$ cat config.mk
export PLATFORM = sky130hd
export DESIGN_NAME = input_conditioner_flat
export DESIGN_NICKNAME = d
export VERILOG_FILES = /design/src/rtl/input_conditioner_if.sv /design/src/rtl/input_conditioner.sv /design/src/flat_wrapper.sv
export SDC_FILE = /design/constraint.sdc
export NUM_CORES = 1
export LEC_CHECK = 0
export BUFFER_PORTS_ARGS = -buffer_cell sky130_fd_sc_hd__buf_2
export CORE_MARGIN = 5
export CORE_UTILIZATION = 56
export DETAILED_ROUTE_END_ITERATION = 12
export GPL_ROUTABILITY_DRIVEN = 0
export PLACE_DENSITY = 0.87
export SLEW_MARGIN = 15
export SYNTH_ARGS = -nofsm -noshare
export SYNTH_HDL_FRONTEND = slang
export SYNTH_SLANG_ARGS = --single-unit
$ cat constraint.sdc
create_clock -name clk -period 2.7 [get_ports clk]
set_input_delay 0.675 -clock clk [delete_from_list [all_inputs] [get_ports clk]]
set_output_delay 0.675 -clock clk [all_outputs]
set_load 0.01 [all_outputs]
$ cat src/rtl/input_conditioner_if.sv
// ---------------------------------------------------------------------------
// input_conditioner_if
//   Groups the signals between the switch inputs, the conditioner and the
//   FSM that consumes the conditioned levels.
//
//   raw_a..raw_d : asynchronous, bouncy switch/button levels
//   A..D         : debounced, synchronized levels (registered)
//   rise[3:0]    : one-cycle pulse per channel {A,B,C,D} on a 0->1 change
//   fall[3:0]    : one-cycle pulse per channel {A,B,C,D} on a 1->0 change
//   any_change   : OR of all rise and fall bits
//
//   The interface carries no handshake. The conditioned levels and pulses
//   are plain registered outputs that are valid every cycle.
//
//   modport master : the environment side (drives raw, observes outputs)
//   modport slave  : the conditioner itself
// ---------------------------------------------------------------------------
interface input_conditioner_if;
    logic       raw_a;
    logic       raw_b;
    logic       raw_c;
    logic       raw_d;
    logic       A;
    logic       B;
    logic       C;
    logic       D;
    logic [3:0] rise;
    logic [3:0] fall;
    logic       any_change;

    modport master (
        output raw_a, raw_b, raw_c, raw_d,
        input  A, B, C, D, rise, fall, any_change
    );

    modport slave (
        input  raw_a, raw_b, raw_c, raw_d,
        output A, B, C, D, rise, fall, any_change
    );
endinterface

$ cat src/rtl/input_conditioner.sv
// ---------------------------------------------------------------------------
// input_conditioner
//   Four independent, identical channels. Each channel does the following:
//   two-flop synchronizer -> debounce counter -> registered level, plus
//   registered rise/fall pulses.
//
//   A conditioned level changes only after the synchronized input has
//   differed from it on DEBOUNCE_CYCLES consecutive clock edges. Any return
//   to the current level restarts the count.
//
//   Parameters
//     DEBOUNCE_CYCLES : consecutive differing edges before a change (2..65535)
//     CNT_W           : width of the per-channel debounce counter
//
//   Ports
//     clk   : system clock; all state updates on its rising edge
//     reset : synchronous, active-high reset
//     bus   : input_conditioner_if.slave (raw inputs, levels, pulses)
// ---------------------------------------------------------------------------
module input_conditioner #(
    parameter int DEBOUNCE_CYCLES = 4,
    parameter int CNT_W           = $clog2(DEBOUNCE_CYCLES)
) (
    input  logic                 clk,
    input  logic                 reset,
    input_conditioner_if.slave   bus
);

    localparam logic [CNT_W-1:0] CNT_MAX = CNT_W'(DEBOUNCE_CYCLES - 1);

    // Bit order everywhere is {A,B,C,D}: bit 3 = A, bit 0 = D.
    logic [3:0] raw;
    logic [3:0] sync1;
    logic [3:0] sync2;
    logic [3:0] out_q;
    logic [3:0] rise_q;
    logic [3:0] fall_q;

    assign raw = {bus.raw_a, bus.raw_b, bus.raw_c, bus.raw_d};

    // Two-flop synchronizer. The raw inputs touch nothing else.
    always_ff @(posedge clk) begin
        if (reset) begin
            sync1 <= '0;
            sync2 <= '0;
        end else begin
            sync1 <= raw;
            sync2 <= sync1;
        end
    end

    for (genvar i = 0; i < 4; i++) begin : g_chan
        logic [CNT_W-1:0] cnt;
        logic             out_r;
        logic             rise_r;
        logic             fall_r;

        always_ff @(posedge clk) begin
            if (reset) begin
                // A partial count is discarded. Dropping out to 0 here
                // does not create a fall pulse.
                cnt    <= '0;
                out_r  <= 1'b0;
                rise_r <= 1'b0;
                fall_r <= 1'b0;
            end else begin
                rise_r <= 1'b0;
                fall_r <= 1'b0;
                if (sync2[i] == out_r) begin
                    cnt <= '0;
                end else if (cnt == CNT_MAX) begin
                    // This is the last differing edge. Update the level and
                    // emit a pulse that lines up with the new level.
                    cnt    <= '0;
                    out_r  <= sync2[i];
                    rise_r <= sync2[i];
                    fall_r <= ~sync2[i];
                end else begin
                    cnt <= cnt + CNT_W'(1);
                end
            end
        end

        assign out_q[i]  = out_r;
        assign rise_q[i] = rise_r;
        assign fall_q[i] = fall_r;
    end

    assign bus.A          = out_q[3];
    assign bus.B          = out_q[2];
    assign bus.C          = out_q[1];
    assign bus.D          = out_q[0];
    assign bus.rise       = rise_q;
    assign bus.fall       = fall_q;
    assign bus.any_change = |(rise_q | fall_q);

endmodule

$ cat src/flat_wrapper.sv
// flat-port wrapper written by rule: the top's interface ports become plain ports
module input_conditioner_flat 
#(
    parameter int DEBOUNCE_CYCLES = 4,
    parameter int CNT_W           = $clog2(DEBOUNCE_CYCLES)
)
  (clk, reset, bus_raw_a, bus_raw_b, bus_raw_c, bus_raw_d, bus_A, bus_B, bus_C, bus_D, bus_rise, bus_fall, bus_any_change);
  input_conditioner_if bus_i ();
  input  logic clk;
  input  logic reset;
  input wire logic [$bits(bus_i.raw_a)-1:0] bus_raw_a;
  input wire logic [$bits(bus_i.raw_b)-1:0] bus_raw_b;
  input wire logic [$bits(bus_i.raw_c)-1:0] bus_raw_c;
  input wire logic [$bits(bus_i.raw_d)-1:0] bus_raw_d;
  output wire logic [$bits(bus_i.A)-1:0] bus_A;
  output wire logic [$bits(bus_i.B)-1:0] bus_B;
  output wire logic [$bits(bus_i.C)-1:0] bus_C;
  output wire logic [$bits(bus_i.D)-1:0] bus_D;
  output wire logic [$bits(bus_i.rise)-1:0] bus_rise;
  output wire logic [$bits(bus_i.fall)-1:0] bus_fall;
  output wire logic [$bits(bus_i.any_change)-1:0] bus_any_change;
  assign bus_i.raw_a = bus_raw_a;
  assign bus_i.raw_b = bus_raw_b;
  assign bus_i.raw_c = bus_raw_c;
  assign bus_i.raw_d = bus_raw_d;
  assign bus_A = bus_i.A;
  assign bus_B = bus_i.B;
  assign bus_C = bus_i.C;
  assign bus_D = bus_i.D;
  assign bus_rise = bus_i.rise;
  assign bus_fall = bus_i.fall;
  assign bus_any_change = bus_i.any_change;
  input_conditioner #(.DEBOUNCE_CYCLES(DEBOUNCE_CYCLES), .CNT_W(CNT_W)) u_core (.clk(clk), .reset(reset), .bus(bus_i));
endmodule
==> summary.json <==
{
  "detailroute.via_count": {"value": 570},
  "cts.htree.levels": {"value": 1},
  "synthesis.instances": {"value": 82},
  "detailed_route_wire_length": {"value": 1400, "unit": "µm"},
  "post-synth-top-area-fraction": {"value": 0.523},
  "antenna_violating_nets_post_route": {"value": 0},
  "number_of_register_bits_inferred_by_synthesis": {"value": 28},
  "final_period_minus_worst_setup_slack": {"value": 1870, "unit": "ps"},
  "skew": {"value": 1.64, "unit": "ps"},
  "clock_tree.buffer_depth": {"value": 2},
  "timing.hold.ws": {"value": 450, "unit": "ps"},
  "min-delay-start": {"value": "u_core.sync1[1]$_SDFF_PP0_"},
  "ioPinCount": {"value": 19},
  "critical_path.startpoint_type": {"value": "flip-flop"},
  "number_of_global_route_vias_before_repair": {"value": 493},
  "final_layout_size_suffix_gt1_frac": {"value": 0.409},
  "synth_largest_area_cell": {"value": "sky130_fd_sc_hd__dfxtp_1"},
  "detailedRoute.firstIterationViolations": {"value": 2},
  "globalRouteTotalUtil": {"value": 0.104},
  "rsz0062_at_grt": {"value": "no"},
  "min_path_type": {"value": "flip-flop to flip-flop"},
  "worst-r2r-cell-count": {"value": 3},
  "max_clock_freq": {"value": 0.535, "unit": "GHz"},
  "synthesis.nets": {"value": 92},
  "cts_resized": {"value": 0},
  "layout.filler_cells": {"value": 156},
  "grt_pass1_wl": {"value": 2200, "unit": "µm"},
  "worst_slew_margin_rel": {"value": 0.662},
  "placementRows": {"value": 15},
  "horizontal_die_dimension": {"value": 53.7, "unit": "µm"},
  "type_of_the_worst_setup_path": {"value": "flip-flop to output port"},
  "cts.repair_timing.setup_buffer_count": {"value": 0},
  "synth_area": {"value": 1070, "unit": "µm²"},
  "crit_path_max_fanout": {"value": 2},
  "die_area": {"value": 2890, "unit": "µm²"},
  "min_to": {"value": "u_core.sync2[1]$_SDFF_PP0_"},
  "grt-ovfl-total": {"value": 0},
  "synth_top_cells_by_count": {"value": "28 x sky130_fd_sc_hd__dfxtp_1, 8 x sky130_fd_sc_hd__and4bb_2, 8 x sky130_fd_sc_hd__buf_4, 8 x sky130_fd_sc_hd__nor2b_1"},
  "tightestPinTransition": {"value": 507, "unit": "ps"},
  "worst_setup_hold_path_clk_slew": {"value": 140, "unit": "ps"},
  "cts.hold.buffers_added": {"value": 0},
  "worst_skew_pair.late_latency": {"value": 310, "unit": "ps"},
  "port_buffers": {"value": 18},
  "startpoint": {"value": "u_core.g_chan[0].fall_r$_SDFF_PP0_"},
  "use_met2": {"value": 0.167},
  "grt_start_max_net_pins": {"value": 29},
  "vias_per_cell": {"value": 4.83},
  "synth_edf_count": {"value": 0},
  "multi_input_gate_area": {"value": 417, "unit": "µm²"},
  "finalCritPeriodShare": {"value": 0.692},
  "ys_async_sr_fraction": {"value": 0},
  "antenna_violations_before_repair": {"value": 0},
  "synth.distinct_cells": {"value": 13},
  "drt_drc_violations_left": {"value": 0},
  "synthMostInstantiatedCell": {"value": "sky130_fd_sc_hd__dfxtp_1"},
  "yosys_warnings": {"value": 0},
  "busiest_layer": {"value": "met2"},
  "firstDrtPassIters": {"value": 2},
  "yosysSeqAreaShare": {"value": 0.523},
  "post-dp-hpwl": {"value": 1020, "unit": "µm"},
  "drv_cap": {"value": 0},
  "tritoncts.num_buffers": {"value": 3},
  "tritoncts": {"value": "done"},
  "die_y": {"value": 53.7, "unit": "µm"},
  "gr-usage-met1": {"value": 0.135},
  "grt_use_met3": {"value": 0.0249},
  "setup_viol": {"value": 0},
  "worst_ep_arrival": {"value": 1190, "unit": "ps"},
  "seq_area": {"value": 561, "unit": "µm²"},
  "worst_r2r_startpoint": {"value": "u_core.g_chan[2].cnt[0]$_SDFF_PP0_"},
  "critical_path.endpoint_type": {"value": "output port"},
  "worst-endpoint-required": {"value": 2030, "unit": "ps"},
  "clk_root_buffer_cell": {"value": "sky130_fd_sc_hd__clkbuf_4"},
  "timing_max_transition_violations_final": {"value": 0},
  "r2r-end": {"value": "u_core.bus.B$_SDFFE_PP0P_"},
  "wl_per_cell": {"value": 11.9, "unit": "µm"},
  "flow.area_growth_from_synthesis": {"value": 5.96, "unit": "%"},
  "cts.sink_count": {"value": 28},
  "cellPowerDensity": {"value": 563, "unit": "nW/µm²"},
  "finalHoldViolations": {"value": 0},
  "power.leakage": {"value": 0.470, "unit": "nW"},
  "antennaDiodeCount": {"value": 0},
  "ys_dominant_reg_cell": {"value": "sky130_fd_sc_hd__dfxtp_1"},
  "starting_utilization_of_the_core_area": {"value": 0.607},
  "hold-path-cell-count": {"value": 1},
  "setup_tns": {"value": 0, "unit": "ps"},
  "core_region_area": {"value": 1760, "unit": "µm²"},
  "rrSetupSlack": {"value": 1660, "unit": "ps"},
  "ir_worst_vdd": {"value": 0.000392, "unit": "V"},
  "avgSynthCellArea": {"value": 13.1, "unit": "µm²"},
  "run_status": {"value": "finished clean"},
  "synth.top_cells.by_area": {"value": "sky130_fd_sc_hd__dfxtp_1 52%, sky130_fd_sc_hd__and4bb_2 9.3%, sky130_fd_sc_hd__buf_4 5.6%, sky130_fd_sc_hd__nor4b_2 5.6%, sky130_fd_sc_hd__ha_1 4.7%"},
  "finish.net_count": {"value": 104}
}
[worst max-delay path, stage by stage (launching register included)]
cell and delay, ps:
sky130_fd_sc_hd__dfxtp_1 330, sky130_fd_sc_hd__nor4_1 330, sky130_fd_sc_hd__nand2_1 80, sky130_fd_sc_hd__buf_2 140
[kinds of logic (layout without fill, tap and decap cells)]
| family | count (synthesis) | after routing | share of synthesized area |
|---|---|---|---|
| AND/OR/NAND/NOR | 31 | 31 | 0.272 |
| flip-flops | 28 | 28 | 0.523 |
| buffers and inverters | 11 | 22 | 0.0876 |
| adder cells (fa/ha/maj) | 4 | 4 | 0.0467 |
| XOR/XNOR | 4 | 4 | 0.0327 |
| multiplexers | 4 | 4 | 0.0374 |
[final cells by class]
cell class	instances	share of cell area
flip-flops and latches	28	0.494
clock buffers	4	0.0320
multi-input cells	43	0.367
repair buffers	18	0.0794
well taps	25	0.0276
[metal layers]
| layer | vias up | wire length [µm] |
|---|---|---|
| met3 | 0 | 71 |
| met2 | 11 | 675 |
| met4 | 0 | 0 |
| met5 | - | 0 |
| met1 | 257 | 657 |
| li1 | 302 | - |
[registers in the layout, summed over array words and instances, names as in the netlist]
name	flops
u_core.sync1	4
u_core.sync2	4
u_core.bus.C	1
u_core.bus.D	1
u_core.bus.A	1
u_core.g_chan.cnt	8
u_core.bus.B	1
u_core.g_chan.rise_r	4
u_core.g_chan.fall_r	4
[how the worst max path moves through the flow]
stage / slack (ps) / depth (start not counted) / to
after floorplan: 1370 / 2 / bus_any_change
after global placement: 1190 / 3 / bus_any_change
after detailed placement: 1170 / 2 / u_core.g_chan[0].fall_r$_SDFF_PP0_
after CTS: 810 / 3 / bus_any_change
after global routing: 730 / 3 / bus_any_change
final: 830 / 3 / bus_any_change
[metrics by stage]
step | worst slack (ps) | std cells | total power [mW] | util | area (µm²)
after global placement | 1190 | 114 | 0.454 | 0.623 | 1100
after global routing | 725 | 118 | 0.668 | 0.643 | 1130
after floorplan | 1370 | 82 | 0.454 | - | 1070
after detailed placement | 1170 | 114 | 0.456 | 0.623 | 1100
final | 832 | 118 | 0.639 | 0.643 | 1130
after CTS | 810 | 118 | 0.646 | 0.643 | 1130
[cells in the final DEF (no fill, tap or decap)]
| master | instances |
|---|---|
| sky130_fd_sc_hd__nor4_1 | 2 |
| sky130_fd_sc_hd__nor2_1 | 4 |
| sky130_fd_sc_hd__buf_2 | 18 |
| sky130_fd_sc_hd__xnor2_1 | 4 |
| sky130_fd_sc_hd__clkbuf_8 | 1 |
| sky130_fd_sc_hd__mux2i_1 | 4 |
| sky130_fd_sc_hd__nand2_1 | 1 |
| sky130_fd_sc_hd__clkbuf_4 | 3 |
| sky130_fd_sc_hd__nor4_2 | 4 |
| sky130_fd_sc_hd__nor4b_2 | 4 |
| sky130_fd_sc_hd__dfxtp_1 | 28 |
| sky130_fd_sc_hd__ha_1 | 4 |
| sky130_fd_sc_hd__nor2b_1 | 8 |
| sky130_fd_sc_hd__and4bb_2 | 8 |
[where the power goes]
group / internal, mW / total [mW] / leakage (nW) / switching [mW]
Sequential: 0.421 / 0.425 / 0.228 / 0.00422
Clock: 0.0823 / 0.193 / 0.0210 / 0.111
Combinational: 0.0108 / 0.0213 / 0.221 / 0.0105
Total: 0.514 / 0.639 / 0.470 / 0.125
Note: power is estimated with default switching activity, not from simulation.
